**src/rtl/fmc_adc_pattern_gen_pkg.sv**
```systemverilog
// Shared types and helpers for the FMC-ADC test-pattern generator.
package fmc_adc_pattern_pkg;

    typedef enum logic [1:0] {
        PAT_CONST = 2'b00,
        PAT_TRI   = 2'b01,
        PAT_SAW   = 2'b10,
        PAT_CNT   = 2'b11
    } t_pattern_mode;

    typedef enum logic [1:0] {
        ST_IDLE = 2'd0,
        ST_LOAD = 2'd1,
        ST_RUN  = 2'd2
    } t_pattern_state;

    // Widest supported sample; narrower builds use the low bits of each field.
    localparam int unsigned c_CFG_WIDTH = 16;

    typedef struct packed {
        t_pattern_mode          mode;
        logic                   err;
        logic [c_CFG_WIDTH-1:0] step;
        logic [c_CFG_WIDTH-1:0] lim_lo;
        logic [c_CFG_WIDTH-1:0] lim_hi;
        logic [c_CFG_WIDTH-1:0] cval;
        logic [c_CFG_WIDTH-1:0] offset;
    } t_pattern_cfg;

    typedef struct packed {
        logic               down;
        logic signed [31:0] value;
    } t_init_val;

    // Start value of channel k; a start above the upper limit is pinned there
    // and the channel begins by counting down.
    function automatic t_init_val f_clamp_init(input int lo, input int hi,
                                               input int offset, input int unsigned k);
        t_init_val r;
        int        start;
        start = lo + int'(k) * offset;
        if (start > hi) begin
            r.down  = 1'b1;
            r.value = hi;
        end else begin
            r.down  = 1'b0;
            r.value = start;
        end
        return r;
    endfunction

endpackage

```
**src/rtl/fmc_adc_pattern_gen_if.sv**
```systemverilog
// Configuration, strobe and sample bus of the test-pattern generator.
interface fmc_adc_pattern_gen_if #(
    parameter int unsigned g_NB_CHANNELS  = 4,
    parameter int unsigned g_SAMPLE_WIDTH = 16
);
    logic                                    enable_i;
    logic [1:0]                              mode_i;
    logic [g_SAMPLE_WIDTH-1:0]               step_i;
    logic [g_SAMPLE_WIDTH-1:0]               lim_lo_i;
    logic [g_SAMPLE_WIDTH-1:0]               lim_hi_i;
    logic [g_SAMPLE_WIDTH-1:0]               const_i;
    logic [g_SAMPLE_WIDTH-1:0]               ch_offset_i;
    logic                                    sample_en_i;
    logic [g_NB_CHANNELS*g_SAMPLE_WIDTH-1:0] data_o;
    logic                                    valid_o;
    logic [g_NB_CHANNELS-1:0]                wrap_o;
    logic                                    cfg_err_o;

    modport master (
        output enable_i, mode_i, step_i, lim_lo_i, lim_hi_i, const_i, ch_offset_i, sample_en_i,
        input  data_o, valid_o, wrap_o, cfg_err_o
    );

    modport slave (
        input  enable_i, mode_i, step_i, lim_lo_i, lim_hi_i, const_i, ch_offset_i, sample_en_i,
        output data_o, valid_o, wrap_o, cfg_err_o
    );
endinterface

```
**src/rtl/fmc_adc_pattern_gen_chan.sv**
```systemverilog
// One pattern channel: sample value, triangle direction and wrap pulse.
module fmc_adc_pattern_chan
    import fmc_adc_pattern_pkg::*;
#(
    parameter int unsigned g_SAMPLE_WIDTH = 16,
    parameter int unsigned g_CHAN_INDEX   = 0
) (
    input  logic                      clk_sys,
    input  logic                      rst_n,
    input  logic                      load,
    input  logic                      strobe,
    input  t_pattern_cfg              cfg,
    output logic [g_SAMPLE_WIDTH-1:0] value,
    output logic                      wrap
);
    localparam int unsigned W  = g_SAMPLE_WIDTH;
    localparam int unsigned XW = W + 2;

    logic signed [W-1:0]  lo_w, hi_w, cur_w;
    logic signed [XW-1:0] lo_x, hi_x, step_x, cur_x, sum_up, sum_dn;
    logic [W-1:0]         val_q, val_nxt;
    logic                 down_q, down_nxt, wrap_q, wrap_nxt;
    t_init_val            init_v;
    logic [31:0]          init_raw;
    logic                 cfg_unused;

    assign lo_w     = cfg.lim_lo[W-1:0];
    assign hi_w     = cfg.lim_hi[W-1:0];
    assign cur_w    = val_q;
    assign lo_x     = XW'(lo_w);
    assign hi_x     = XW'(hi_w);
    assign cur_x    = XW'(cur_w);
    assign step_x   = XW'(cfg.step[W-1:0]);
    // Two guard bits keep the sum exact so the limit compare sees the true value.
    assign sum_up   = cur_x + step_x;
    assign sum_dn   = cur_x - step_x;
    assign init_v   = f_clamp_init(int'(lo_w), int'(hi_w), int'(cfg.offset[W-1:0]), g_CHAN_INDEX);
    assign init_raw = init_v.value;
    assign cfg_unused = ^{cfg, init_raw};

    // Next value: initialise on load, advance by mode on each strobe.
    always_comb begin
        val_nxt  = val_q;
        down_nxt = down_q;
        wrap_nxt = 1'b0;
        if (load) begin
            down_nxt = 1'b0;
            case (cfg.mode)
                PAT_CONST: val_nxt = cfg.cval[W-1:0];
                PAT_CNT:   val_nxt = W'(g_CHAN_INDEX);
                default: begin
                    if (cfg.err) begin
                        val_nxt = lo_w;
                    end else begin
                        val_nxt  = init_raw[W-1:0];
                        down_nxt = init_v.down;
                    end
                end
            endcase
        end else if (strobe) begin
            if (cfg.err) begin
                val_nxt = lo_w;
            end else begin
                case (cfg.mode)
                    PAT_CONST: val_nxt = cfg.cval[W-1:0];
                    PAT_TRI: begin
                        if (!down_q) begin
                            if (sum_up >= hi_x) begin
                                val_nxt  = hi_w;
                                down_nxt = 1'b1;
                                wrap_nxt = 1'b1;
                            end else begin
                                val_nxt = sum_up[W-1:0];
                            end
                        end else begin
                            if (sum_dn <= lo_x) begin
                                val_nxt  = lo_w;
                                down_nxt = 1'b0;
                                wrap_nxt = 1'b1;
                            end else begin
                                val_nxt = sum_dn[W-1:0];
                            end
                        end
                    end
                    PAT_SAW: begin
                        if (sum_up > hi_x) begin
                            val_nxt  = lo_w;
                            wrap_nxt = 1'b1;
                        end else begin
                            val_nxt = sum_up[W-1:0];
                        end
                    end
                    default: begin
                        val_nxt  = val_q + W'(1);
                        wrap_nxt = &val_q;
                    end
                endcase
            end
        end
    end

    // Channel state register.
    always_ff @(posedge clk_sys) begin
        if (!rst_n) begin
            val_q  <= '0;
            down_q <= 1'b0;
            wrap_q <= 1'b0;
        end else begin
            val_q  <= val_nxt;
            down_q <= down_nxt;
            wrap_q <= wrap_nxt;
        end
    end

    assign value = val_q;
    assign wrap  = wrap_q;

endmodule

```
**src/rtl/fmc_adc_pattern_gen.sv**
```systemverilog
// Multi-channel ADC test-pattern source: run FSM, configuration latch, packing.
module fmc_adc_pattern_gen
    import fmc_adc_pattern_pkg::*;
#(
    parameter int unsigned g_NB_CHANNELS  = 4,
    parameter int unsigned g_SAMPLE_WIDTH = 16
) (
    input  logic                 sys_clk_i,
    input  logic                 sys_rst_n_i,
    fmc_adc_pattern_gen_if.slave bus
);
    localparam int unsigned W = g_SAMPLE_WIDTH;
    localparam int unsigned N = g_NB_CHANNELS;

    t_pattern_state      state_q, state_nxt;
    logic                enable_d, load, strobe, valid_q;
    t_pattern_cfg        cfg_in, cfg_q, cfg_use;
    logic signed [W-1:0] lo_s, hi_s;
    logic [N*W-1:0]      data_pack;
    logic [N-1:0]        wrap_pack;

    assign lo_s = bus.lim_lo_i;
    assign hi_s = bus.lim_hi_i;

    // Assemble the live configuration and its legality.
    always_comb begin
        cfg_in        = '0;
        cfg_in.mode   = t_pattern_mode'(bus.mode_i);
        cfg_in.step   = c_CFG_WIDTH'(bus.step_i);
        cfg_in.lim_lo = c_CFG_WIDTH'(bus.lim_lo_i);
        cfg_in.lim_hi = c_CFG_WIDTH'(bus.lim_hi_i);
        cfg_in.cval   = c_CFG_WIDTH'(bus.const_i);
        cfg_in.offset = c_CFG_WIDTH'(bus.ch_offset_i);
        cfg_in.err    = ((cfg_in.mode == PAT_TRI) || (cfg_in.mode == PAT_SAW)) &&
                        ((lo_s >= hi_s) || (bus.step_i == '0));
    end

    // Channels see the live inputs during LOAD, the latched copy otherwise.
    assign cfg_use = load ? cfg_in : cfg_q;

    // FSM state and enable edge-detect registers.
    always_ff @(posedge sys_clk_i) begin
        if (!sys_rst_n_i) begin
            state_q  <= ST_IDLE;
            enable_d <= 1'b0;
        end else begin
            state_q  <= state_nxt;
            enable_d <= bus.enable_i;
        end
    end

    // Next state plus load/strobe qualifiers.
    always_comb begin
        state_nxt = state_q;
        load      = 1'b0;
        strobe    = 1'b0;
        case (state_q)
            ST_IDLE: if (bus.enable_i && !enable_d) state_nxt = ST_LOAD;
            ST_LOAD: begin
                load      = 1'b1;
                state_nxt = ST_RUN;
            end
            ST_RUN: begin
                if (!bus.enable_i) state_nxt = ST_IDLE;
                else               strobe    = bus.sample_en_i;
            end
            default: state_nxt = ST_IDLE;
        endcase
    end

    // Configuration latch and sample-valid flag.
    always_ff @(posedge sys_clk_i) begin
        if (!sys_rst_n_i) begin
            cfg_q   <= '0;
            valid_q <= 1'b0;
        end else begin
            if (load) cfg_q <= cfg_in;
            valid_q <= strobe;
        end
    end

    for (genvar k = 0; k < N; k++) begin : g_chan
        fmc_adc_pattern_chan #(
            .g_SAMPLE_WIDTH(W),
            .g_CHAN_INDEX  (k)
        ) u_chan (
            .clk_sys(sys_clk_i),
            .rst_n  (sys_rst_n_i),
            .load   (load),
            .strobe (strobe),
            .cfg    (cfg_use),
            .value  (data_pack[k*W +: W]),
            .wrap   (wrap_pack[k])
        );
    end

    assign bus.data_o    = data_pack;
    assign bus.valid_o   = valid_q;
    assign bus.wrap_o    = wrap_pack;
    assign bus.cfg_err_o = cfg_q.err;

endmodule

```
**src/flat_wrapper.sv**
```systemverilog
// flat-port wrapper written by rule: the top's interface ports become plain ports
module fmc_adc_pattern_gen_flat import fmc_adc_pattern_pkg::*;
#(
    parameter int unsigned g_NB_CHANNELS  = 4,
    parameter int unsigned g_SAMPLE_WIDTH = 16
)
  (sys_clk_i, sys_rst_n_i, bus_enable_i, bus_mode_i, bus_step_i, bus_lim_lo_i, bus_lim_hi_i, bus_const_i, bus_ch_offset_i, bus_sample_en_i, bus_data_o, bus_valid_o, bus_wrap_o, bus_cfg_err_o);
  fmc_adc_pattern_gen_if #(.g_NB_CHANNELS(g_NB_CHANNELS), .g_SAMPLE_WIDTH(g_SAMPLE_WIDTH)) bus_i ();
  input  logic sys_clk_i;
  input  logic sys_rst_n_i;
  input wire logic [$bits(bus_i.enable_i)-1:0] bus_enable_i;
  input wire logic [$bits(bus_i.mode_i)-1:0] bus_mode_i;
  input wire logic [$bits(bus_i.step_i)-1:0] bus_step_i;
  input wire logic [$bits(bus_i.lim_lo_i)-1:0] bus_lim_lo_i;
  input wire logic [$bits(bus_i.lim_hi_i)-1:0] bus_lim_hi_i;
  input wire logic [$bits(bus_i.const_i)-1:0] bus_const_i;
  input wire logic [$bits(bus_i.ch_offset_i)-1:0] bus_ch_offset_i;
  input wire logic [$bits(bus_i.sample_en_i)-1:0] bus_sample_en_i;
  output wire logic [$bits(bus_i.data_o)-1:0] bus_data_o;
  output wire logic [$bits(bus_i.valid_o)-1:0] bus_valid_o;
  output wire logic [$bits(bus_i.wrap_o)-1:0] bus_wrap_o;
  output wire logic [$bits(bus_i.cfg_err_o)-1:0] bus_cfg_err_o;
  assign bus_i.enable_i = bus_enable_i;
  assign bus_i.mode_i = bus_mode_i;
  assign bus_i.step_i = bus_step_i;
  assign bus_i.lim_lo_i = bus_lim_lo_i;
  assign bus_i.lim_hi_i = bus_lim_hi_i;
  assign bus_i.const_i = bus_const_i;
  assign bus_i.ch_offset_i = bus_ch_offset_i;
  assign bus_i.sample_en_i = bus_sample_en_i;
  assign bus_data_o = bus_i.data_o;
  assign bus_valid_o = bus_i.valid_o;
  assign bus_wrap_o = bus_i.wrap_o;
  assign bus_cfg_err_o = bus_i.cfg_err_o;
  fmc_adc_pattern_gen #(.g_NB_CHANNELS(g_NB_CHANNELS), .g_SAMPLE_WIDTH(g_SAMPLE_WIDTH)) u_core (.sys_clk_i(sys_clk_i), .sys_rst_n_i(sys_rst_n_i), .bus(bus_i));
endmodule
```
**config.mk**
```make
export PLATFORM = sky130hd
export DESIGN_NAME = fmc_adc_pattern_gen_flat
export DESIGN_NICKNAME = d
export VERILOG_FILES = /design/src/rtl/fmc_adc_pattern_gen_pkg.sv /design/src/rtl/fmc_adc_pattern_gen_if.sv /design/src/rtl/fmc_adc_pattern_gen_chan.sv /design/src/rtl/fmc_adc_pattern_gen.sv /design/src/flat_wrapper.sv
export SDC_FILE = /design/constraint.sdc
export NUM_CORES = 1
export LEC_CHECK = 0
export CAP_MARGIN = 20
export CORE_UTILIZATION = 35
export DETAILED_ROUTE_END_ITERATION = 10
export DONT_BUFFER_PORTS = 1
export HOLD_SLACK_MARGIN = 0.05
export PLACE_DENSITY = 0.48
export SYNTH_ARGS = -nofsm -noshare
export SYNTH_HDL_FRONTEND = slang
export SYNTH_SLANG_ARGS = --single-unit
export TNS_END_PERCENT = 50
```
**constraint.sdc**
```tcl
create_clock -name sys_clk_i -period 9.3 [get_ports sys_clk_i]
set_input_delay 1.86 -clock sys_clk_i [delete_from_list [all_inputs] [get_ports sys_clk_i]]
set_output_delay 1.86 -clock sys_clk_i [all_outputs]
set_load 0.01 [all_outputs]
```
* Yosys cells after proc, flatten, opt, wreduce, memory -nomap -nowiden *
Index checks and enable logic that the tools add are counted.

storage, ports and cells
  bits in registers = 159
  latch bits = 0
  bits in writable memories = 0
  bits in read-only memories = 0
  input bits = 86
  word-level logic and storage cells = 188
  memories kept = 0

operators by class
  add/subtract/negate cells = 15
  $mul = 1
  div/mod/pow operators = 0
  magnitude comparators = 17
  equality and inequality tests = 10
  shift-type cells = 0
  mux-type cells = 103
  bitwise operators = 2
  reductions and logical operators = 18

operators with widths
  operator               count
  $mux 16                32
  $pmux 16 s3            4
  $mux 33                4
  $pmux 16 s2            4
  $add 16x17->18         5
  $gt 18x16->1           5
  $mux 83                1
  $ge 18x16->1           4
  $le 18x16->1           4
  $sub 16x17->18         4
  $add 16x1->16 const B  4
  $reduce_and 16->1      4
  $mux 1                 51
  $add 16x19->20         1
  $gt 20x16->1           1
  $add 16x18->19         1
  $gt 19x16->1           1
  $mul 2x16->18 const A  1
  $ge 16x16->1           1
  $gt 16x16->1           1
  $logic_not 16->1       1
  $pmux 1 s3             4
  $eq 2x2->1 const B     4
  $eq 2x1->1 const B     3
  14 further kinds       21

* Longest topological paths before layout *
Gate-level depths: netlist of run 1.

  depth in word-level cells = 12
  depth in mapped cells = 45
  gate-level depth less buffers = 35

* Cells and area by module *
From an unflattened synthesis of run 1, not the netlist that was laid out.

unflattened totals
  cells, all modules = 4258
  area total of the unflattened synthesis = 29966.2 um^2

modules (own cells, without submodules)
  module                                           instances  cells each  area an instance (um^2)
  fmc_adc_pattern_chan at u_core.g_chan[3].u_chan  1          1058        7472.2
  fmc_adc_pattern_chan at u_core.g_chan[1].u_chan  1          945         6565.0
  fmc_adc_pattern_chan at u_core.g_chan[2].u_chan  1          918         6384.9
  fmc_adc_pattern_chan at u_core.g_chan[0].u_chan  1          830         5739.3
  fmc_adc_pattern_gen                              1          507         3804.9

* Worst setup path before layout of run 1 *
No wires, ideal clock.

  path type = reg2reg
  from = register u_core.state_q[1]
  to = register u_core.g_chan[3].u_chan.val_q[6]
  setup time = 0.117 ns
  data arrival time = 8.354 ns
  data required time = 9.183 ns
  path slack = 0.829 ns
  stages on the path, launching flop included = 38
  period minus slack after synthesis = 8.471 ns
  cells stage by stage = dfxtp_1 -> nand2b_4 -> buf_2 -> clkbuf_1 -> buf_2 -> buf_2 -> buf_1 -> mux2i_1 -> inv_1 -> ha_1 -> a21o_1 -> a21o_1 -> maj3_1 -> a21o_1 -> a21oi_1 -> o21ai_0 -> nor2_1 -> xnor2_1 -> [2 not listed] -> o21ai_0 -> nand4_1 -> a21boi_0 -> nor4_1 -> nor3_1 -> a21oi_1 -> xnor2_1 -> ha_1 -> nand4_1 -> nor4_1 -> o21ai_0 -> nand3_1 -> mux2i_1 -> clkbuf_1 -> clkbuf_1 -> a21oi_1 -> a221o_1 -> a32o_1

RTL lines
  what                    line                             text
  start, declared         fmc_adc_pattern_gen.sv:15        t_pattern_state state_q, state_nxt;
  start signal, assigned  fmc_adc_pattern_gen.sv:47        state_q <= state_nxt;
  end signal, assigned    fmc_adc_pattern_gen_chan.sv:109  val_q <= val_nxt;
  end, declared           fmc_adc_pattern_gen_chan.sv:21   logic [W-1:0] val_q, val_nxt;

==> results of run 1 <==
[logic make-up (layout without fill, tap and decap cells)]
logic type	count (synthesis)	count (layout)	share of synthesized area, %
other	0	16	0
AND/OR/NAND/NOR	1209	1209	21.1
buffers and inverters	405	406	5.80
XOR/XNOR	227	227	7.32
multiplexers	104	104	4.01
AO/OA/AOI/OAI	1213	1213	29.0
flip-flops	159	159	11.7
adder cells (fa/ha/maj)	452	452	21.1
[Yosys cell counts, types with 59 or more instances]
cell type | number | area share, %
nand3_1 | 81 | 1.5
nor2_1 | 275 | 3.8
mux2i_1 | 86 | 3.2
xnor2_1 | 150 | 4.8
a21oi_1 | 357 | 6.6
xor2_1 | 77 | 2.5
dfxtp_1 | 159 | 12
a211oi_1 | 74 | 2.0
o211ai_1 | 63 | 1.7
o21ai_0 | 257 | 4.7
nor2b_1 | 74 | 1.7
nor3_1 | 59 | 1.1
ha_1 | 433 | 20
clkbuf_1 | 144 | 2.0
inv_1 | 212 | 2.9
nand2_1 | 434 | 6.0
and2_1 | 61 | 1.4
[worst max-delay path: cells and delay by family]
| kind | cells | cell delay, ns |
|---|---|---|
| buf+inv | 1 | 0.19 |
| simple gates | 9 | 1.62 |
| mux | 3 | 0.90 |
| xor+xnor | 2 | 0.22 |
| compound gates | 12 | 2.54 |
| fa+ha+maj | 4 | 1.45 |
[stage by stage]
step                      setup slack [ns]  area (µm²)  hold WS [ns]
after CTS                             1.01       29600         0.397
final                                0.902       29600         0.398
after detailed placement             0.469       29000         0.381
after floorplan                      0.829       27200         0.374
after global routing                 0.259       29600         0.404
after global placement               0.465       29000         0.376
[layer usage]
| metal | GRT usage (%) | vias to the layer above |
|---|---|---|
| li1 | - | 13800 |
| met1 | 51.4 | 14900 |
| met2 | 61.1 | 2027 |
| met3 | 13.3 | 526 |
| met4 | 27.3 | 14 |
| met5 | 0 | - |
[final timing paths]
check,start,end,cells past startpoint
max,bus_ch_offset_i[2],u_core.g_chan[3].u_chan.value[11]$_SDFFE_PN0P_,31
min,u_core.enable_d$_SDFF_PN0_,u_core.state_q[0]$_SDFFE_PN0P_,1
max reg2reg,u_core.state_q[0]$_SDFFE_PN0P_,u_core.g_chan[3].u_chan.value[11]$_SDFFE_PN0P_,35
min reg2reg,u_core.enable_d$_SDFF_PN0_,u_core.state_q[0]$_SDFFE_PN0P_,1
[layout by cell type, fill, tap and decap left out, types with 15 or more instances in the layout]
cell type	netlist	layout
nand2_1	434	434
ha_1	433	431
a21oi_1	357	354
nor2_1	275	274
o21ai_0	257	254
inv_1	212	212
dfxtp_1	159	159
buf_4	5	151
xnor2_1	150	150
nand3_1	81	81
xor2_1	77	77
a211oi_1	74	72
nor2b_1	74	71
mux2i_1	86	69
o211ai_1	63	63
and2_1	61	61
nor3_1	59	59
a21o_1	58	58
nand4_1	57	57
and3_1	42	42
o31ai_1	35	35
o21bai_1	35	35
a31oi_1	33	32
nand2b_1	30	30
o21a_1	27	27
a221oi_1	25	25
o221ai_1	24	24
o22ai_1	21	20
or3_1	18	18
a21boi_0	18	18
mux2i_2	1	17
clkbuf_16	0	17
diode_2	0	16
or2_2	15	15
mux2_2	15	15
[flip-flops by register name, indices dropped and copies added, names as in the netlist]
name and flops:
u_core.g_chan.u_chan.wrap 4, u_core.g_chan.u_chan.down_q 4, u_core.enable_d 1, u_core.cfg_q 82, u_core.state_q 2, u_core.bus.cfg_err_o 1, u_core.bus.valid_o 1, u_core.g_chan.u_chan.value 64
[power breakdown]
group,switching [mW],total (mW),internal [mW],leakage [nW]
Sequential,0.0755,0.789,0.713,1.29
Clock,0.407,0.793,0.386,0.285
Combinational,2.33,3.53,1.20,11.4
[area by class of cell]
type / count / area share [%]
Antenna cell: 16 / 0.135
Clock buffer: 18 / 1.48
Clock inverter: 14 / 0.490
Inverter: 222 / 2.81
Multi-Input combinational cell: 3205 / 76.1
Sequential cell: 159 / 10.7
Tap cell: 1030 / 4.35
Timing Repair Buffer: 152 / 3.89
==> key figures, run 1 <==
Run status
  – Status: complete, no violations

Synth
  – Yosys warning count: 0
  – Leading register cell type out of synthesis: dfxtp_1
  – Syn_area_per_cell: 7.21 µm²
  – Syn nets: 4300
  – Synth unique cells: 94
  – Number of synthesized flops with an enable pin: 0
  – FF+latch count, synth: 159
  – Mapped Area: 27200 µm²
  – Fraction of registers with async set/reset: 0%
  – Sequential-to-total area share from yosys stat: 11.7%
  – Synth Instances: 3769

Global route
  – First-pass GRT wire length: 226000 µm
  – Total GRT Usage: 41.5%
  – GRT overflow: 0
  – Initial antenna violation count: 19
  – Vias in the first global route: 28400
  – Largest net degree at the start of global routing: 106

Critical path
  – Critical path endpoint category: flop
  – Slowest CP cell: maj3_1
  – CP required: 9.71 ns
  – Worst Path Arrival: 8.80 ns
  – CP startpoint kind: primary input
  – Flop2flop setup slack: 0.99 ns
  – Crit-path max cell delay: 0.40 ns
  – Worst Path Max Fanout: 5
  – Worst Setup Path Type: in -> reg
  – Critical Path Most Common Cell: o21ai_0

Layout
  – Fin cells: 4816
  – Multi-input gate area: 22600 µm²
  – Area grow syn2layout: 9.09%
  – Share of layout cells above drive strength 1: 7.51%
  – Register Area: 3180 µm²
  – Nets@finish: 4288
  – Filler cells: 8236
  – Final core utilization: 38.8%

Clock network
  – CTS tree: done
  – Clock Sinks: 159
  – Cts hold-fix bufs: 0
  – CTS resizes: 0
  – Postcts setup bufs: 0
  – Largest buffer count on any clock path: 2
  – H-tree Lvls: 4
  – Reg clk slew, reported paths: 0.08 ns
  – Worst skew pair latency: 0.53 ns
  – CTS root buffer: clkbuf_16
  – CTS Buf Count: 17

Route
  – DR WL met2: 69000 µm
  – Max Used Layer: met5
  – Number of DRC markers in iteration 0: 4053
  – Final WL: 167000 µm
  – DR vias/cell: 6.48
  – Met3 wire len: 20100 µm
  – M1 WL: 65100 µm
  – DRT Pass-1 Iters: 6
  – Remaining antenna violation count: 0
  – DR vias: 31200
  – DR WL/cell: 34.6 µm
  – DRC viols: 0

Floorplan
  – I/O pins: 156
  – # rows: 101
  – Initial core utilization: 35.6%
  – Die area: 78800 µm²
  – CORE AREA: 76300 µm²
  – Die height: 281 µm
  – Die Span X: 281 µm

Power and ir drop
  – Worst vdd ir: 0.121 mV
  – Total power: 5.11 mW
  – Pwr dens: 172 nW/µm²
  – Cell leakage power: 13.0 nW

Place
  – Post-Place Cells: 4768
  – PortBufs: 0
  – RD Place Congestion: 1.06
  – HPWL Detailed: 128000 µm

Timing
  – RSZ-0062 raised after global routing: false
  – Fin crit share: 90.3%
  – Fmax: 119 MHz
  – Setup TNS: 0 ns
  – Final setup viols: 0
  – Final Max Slew Viols: 0
  – Final Hold Viols: 0
  – Slew HR: 16.7%
  – Slew @ Worst Pin: 1.24 ns
  – Worst Clk Skew: 0.0233 ns
  – Minimum clock period: 8.40 ns

Flow run
  – Maxcap violations: 0

Min path
  – Worst Hold Class: reg -> reg
(Power assumes the default switching activity.)
==> run 2: changes to the inputs <==
--- a/config.mk
+++ b/config.mk
@@ -5,12 +5,14 @@
 export SDC_FILE = /design/constraint.sdc
 export NUM_CORES = 1
 export LEC_CHECK = 0
+export ABC_AREA = 1
 export CAP_MARGIN = 20
 export CORE_UTILIZATION = 35
 export DETAILED_ROUTE_END_ITERATION = 10
 export DONT_BUFFER_PORTS = 1
 export HOLD_SLACK_MARGIN = 0.05
 export PLACE_DENSITY = 0.48
+export RECOVER_POWER = 50
 export SYNTH_ARGS = -nofsm -noshare
 export SYNTH_HDL_FRONTEND = slang
 export SYNTH_SLANG_ARGS = --single-unit
==> run 2 against run 1 <==
The run now ends with max-capacitance violations, max-slew violations left. Combinational power is 21% higher. Critical path depth fell by 1. Sequential share of layout area fell by 0.54 points. Area after synthesis rose by 8.3%. First-iteration DRC count down 6.2%. Cell area rose by 5.3%. Core utilization decreased by 1.1 points. Synthesized cell count grew 32%. Final cell count up 25%.
==> key figures, run 2 <==
Critical path
  – CP bufs+invs: 5 (was 1)
  – Worst Path Arrival: 8.81 ns (was 8.80 ns)
  – Crit-path max cell delay: 2.23 ns (was 0.40 ns)
  – Critical Path Most Common Cell: nand2_1 (was o21ai_0)
  – Worst Setup Path Type: in -> reg (unchanged)
  – CP required: 9.73 ns (was 9.71 ns)
  – Worst Path Max Fanout: 17 (was 5)
  – Slowest CP cell: o21ai_0 (was maj3_1)
  – Worst r2r path cells: 31 (was 35)
  – Reg2reg end: u_core.g_chan[2].u_chan.value[2]$_SDFFE_PN0P_ (was u_core.g_chan[3].u_chan.value[11]$_SDFFE_PN0P_)
  – CP startpoint kind: primary input (unchanged)
  – Worst setup startpoint: bus_step_i[6] (was bus_ch_offset_i[2])
  – Critical path endpoint category: flop (unchanged)
  – RR Startpoint: u_core.state_q[0]$_SDFFE_PN0P_ (unchanged)
  – Flop2flop setup slack: 1.44 ns (was 0.99 ns)
  – CP top delay family: compound AO/OA/AOI/OAI gates (unchanged)

Synth
  – Synth unique cells: 63 (was 94)
  – Synth area leaders: ha_1 18%, nand2_1 18%, dfxtp_1 11% (was ha_1 20%, dfxtp_1 12%, a21oi_1 6.6%)
  – Synth cell count leaders: 1433 x nand2_1, 535 x inv_1, 457 x nor2_1, 450 x a21oi_1, 433 x ha_1 (was 434 x nand2_1, 433 x ha_1, 357 x a21oi_1, 275 x nor2_1, 257 x o21ai_0)
  – Most frequent cell after synthesis: nand2_1 (unchanged)
  – Syn_area_per_cell: 5.90 µm² (was 7.21 µm²)
  – Sequential-to-total area share from yosys stat: 10.8% (was 11.7%)
  – Leading register cell type out of synthesis: dfxtp_1 (unchanged)
  – Syn nets: 5522 (was 4300)
  – Number of synthesized flops with an enable pin: 0 (unchanged)
  – Mapped Area: 29400 µm² (was 27200 µm²)
  – Yosys warning count: 0 (unchanged)
  – Synth top area share: 18.4% (was 19.9%)
  – Fraction of registers with async set/reset: 0% (unchanged)
  – FF+latch count, synth: 159 (unchanged)
  – Synth Instances: 4991 (was 3769)
  – Synth area leader: ha_1 (unchanged)

Layout
  – Max reg flops: 82 (unchanged)
  – Most common cell after layout, fill and taps aside: nand2_1 (unchanged)
  – Nets@finish: 5452 (was 4288)
  – Area grow syn2layout: 6.09% (was 9.09%)
  – Share of layout cells above drive strength 1: 5.15% (was 7.51%)
  – Most frequent cells in the layout: 1433 x nand2_1, 532 x inv_1, 457 x nor2_1, 450 x a21oi_1, 430 x ha_1 (was 434 x nand2_1, 431 x ha_1, 354 x a21oi_1, 274 x nor2_1, 254 x o21ai_0)
  – Filler cells: 9377 (was 8236)
  – Biggest register: u_core.cfg_q (unchanged)

Clock network
  – CTS root buffer: clkbuf_16 (unchanged)
  – CTS Buf Count: 17 (unchanged)
  – Largest buffer count on any clock path: 2 (unchanged)
  – CTS tree: done (unchanged)
  – Clock Sinks: 159 (unchanged)
  – H-tree Lvls: 4 (unchanged)
  – Reg clk slew, reported paths: 0.07 ns (was 0.08 ns)
  – Cts hold-fix bufs: 0 (unchanged)
  – CTS resizes: 0 (unchanged)
  – Postcts setup bufs: 0 (unchanged)
  – Worst skew pair latency: 0.52 ns (was 0.53 ns)

Timing
  – RSZ-0062 raised after global routing: false (unchanged)
  – Final Hold Viols: 0 (unchanged)
  – Worst Clk Skew: 0.0164 ns (was 0.0233 ns)
  – Final Max Slew Viols: 92 (was 0)
  – WHS: 0.391 ns (was 0.398 ns)
  – Slew @ Worst Pin: 3.76 ns (was 1.24 ns)
  – Setup TNS: 0 ns (unchanged)
  – Slew HR: -151% (was 16.7%)
  – Final setup viols: 0 (unchanged)
  – Fin crit share: 90.1% (was 90.3%)
  – Minimum clock period: 8.38 ns (was 8.40 ns)
  – Fmax: 119 MHz (about the same)

Route
  – Remaining antenna violation count: 0 (unchanged)
  – Number of DRC markers in iteration 0: 3801 (was 4053)
  – DR WL/cell: 26.8 µm (was 34.6 µm)
  – Final WL: 161000 µm (was 167000 µm)
  – DRC viols: 0 (unchanged)
  – DR vias/cell: 5.65 (was 6.48)
  – DR vias: 33900 (was 31200)
  – DRT Pass-1 Iters: 6 (unchanged)

Floorplan
  – Die area: 85200 µm² (was 78800 µm²)
  – I/O pins: 156 (unchanged)
  – Initial core utilization: 35.6% (about the same)
  – CORE AREA: 82600 µm² (was 76300 µm²)
  – Die height: 292 µm (was 281 µm)
  – Die Span X: 292 µm (was 281 µm)
  – # rows: 105 (was 101)

Power and ir drop
  – Clock power frac: 13.2% (was 15.5%)
  – Cell leakage power: 16.6 nW (was 13.0 nW)
  – Logic pwr share: 73.0% (was 69.0%)
  – Sw Pwr: 3.48 mW (was 2.81 mW)
  – Pwr dens: 188 nW/µm² (was 172 nW/µm²)
  – Switching Fraction: 59.4% (was 55.1%)
  – Int Power: 2.39 mW (was 2.30 mW)
  – Sequential share of power: 13.8% (was 15.4%)
  – Worst vdd ir: 0.172 mV (was 0.121 mV)

Global route
  – Total GRT Usage: 36.9% (was 41.5%)
  – Vias in the first global route: 30500 (was 28400)
  – GRT met1 Usage: 48.6% (was 51.4%)
  – Met2 Usage GRT: 55.5% (was 61.1%)
  – GRT overflow: 0 (unchanged)
  – Initial antenna violation count: 12 (was 19)
  – Largest net degree at the start of global routing: 115 (was 106)
  – GRT busiest layer: met2 (unchanged)
  – First-pass GRT wire length: 225000 µm (was 226000 µm)
  – Met3 usage: 8.36% (was 13.3%)

Min path
  – Worst Hold End: u_core.state_q[0]$_SDFFE_PN0P_ (unchanged)
  – Hold Path Origin: u_core.enable_d$_SDFF_PN0_ (unchanged)
  – Worst Hold Class: reg -> reg (unchanged)
  – WHS Path Cells: 1 (unchanged)

Flow run
  – Maxcap violations: 4 (was 0)

Place
  – HPWL Detailed: 123000 µm (was 128000 µm)
  – RD Place Congestion: 1.09 (was 1.06)
  – PortBufs: 0 (unchanged)

Run status
  – Failing checks: max-capacitance violations, max-slew violations
  – Status: complete, but fails checks (was complete, no violations)
==> run 2: cell count changes in the layout (fill, tap and decap cells not counted), sizes merged, moves of 75 or more <==
cell,delta
o21ai,+145
inv,+326
nand3,+221
xnor2,-121
a21oi,+97
xor2,+95
a211oi,-75
nand2,+1030
nor2,+188
==> run 2: final cells by class <==
| type | instances | area, µm² | share of cell area [%] |
|---|---|---|---|
| antenna | 4 | 10.0 | 0.0321 |
| sequential | 159 | 3180 | 10.2 |
| inverter | 559 | 2100 | 6.73 |
| timing repair buffer | 93 | 662 | 2.12 |
| clock buffer | 19 | 433 | 1.39 |
| tap | 1070 | 1340 | 4.29 |
| multi-input combinational | 4091 | 23300 | 74.7 |
| clock inverter | 13 | 156 | 0.501 |
==> run 2: worst max path at each step <==
stage | cells past startpoint | to | slack [ns]
detailed placement | 48 | u_core.g_chan[3].u_chan.value[9]$_SDFFE_PN0P_ | 1.12
global route | 28 | u_core.g_chan[2].u_chan.value[2]$_SDFFE_PN0P_ | 0.86
floorplan | 47 | u_core.g_chan[3].u_chan.value[0]$_SDFFE_PN0P_ | 2.16
finish | 30 | u_core.g_chan[2].u_chan.value[2]$_SDFFE_PN0P_ | 0.92
global placement | 48 | u_core.g_chan[3].u_chan.value[9]$_SDFFE_PN0P_ | 1.22
CTS | 48 | u_core.g_chan[3].u_chan.value[9]$_SDFFE_PN0P_ | 1.64
==> run 2: layer usage <==
metal / vias to the layer above / wire length (µm)
li1: 16300 / -
met1: 15700 / 68100
met2: 1607 / 68000
met3: 318 / 15400
met4: 6 / 9350
met5: - / 41
==> run 2: power by group through the flow <==
stage | combinational, mW | sequential [mW] | clock [mW]
final | 4.28 | 0.810 | 0.777
after global routing | 4.71 | 0.815 | 0.810
after CTS | 4.17 | 0.809 | 0.783
after detailed placement | 4.15 | 0.825 | 0
after global placement | 4.14 | 0.824 | 0
after floorplan | 2.86 | 0.789 | 0
==> run 2: logic make-up (layout without fill, tap and decap cells) <==
kind of cell / count (synthesis) / after routing / share of synthesized area [%]
multiplexers: 16 / 16 / 0.544
other: 0 / 4 / 0
AND/OR/NAND/NOR: 2445 / 2445 / 34.9
flip-flops: 159 / 159 / 10.8
XOR/XNOR: 201 / 201 / 6.03
buffers and inverters: 741 / 684 / 10.1
AO/OA/AOI/OAI: 984 / 984 / 18.4
adder cells (fa/ha/maj): 445 / 445 / 19.2
==> run 2: stage by stage <==
stage / cells / utilization, % / worst slack [ns] / power [mW] / area, µm²
6_report: 6008 / 37.8 / 0.918 / 5.87 / 31200
5_1_grt: 6004 / 37.8 / 0.859 / 6.33 / 31200
4_1_cts: 6003 / 37.8 / 1.64 / 5.77 / 31300
3_5_place_dp: 5971 / 37.1 / 1.12 / 4.98 / 30700
3_3_place_gp: 5970 / 37.1 / 1.22 / 4.97 / 30700
2_1_floorplan: 4991 / - / 2.16 / 3.65 / 29400
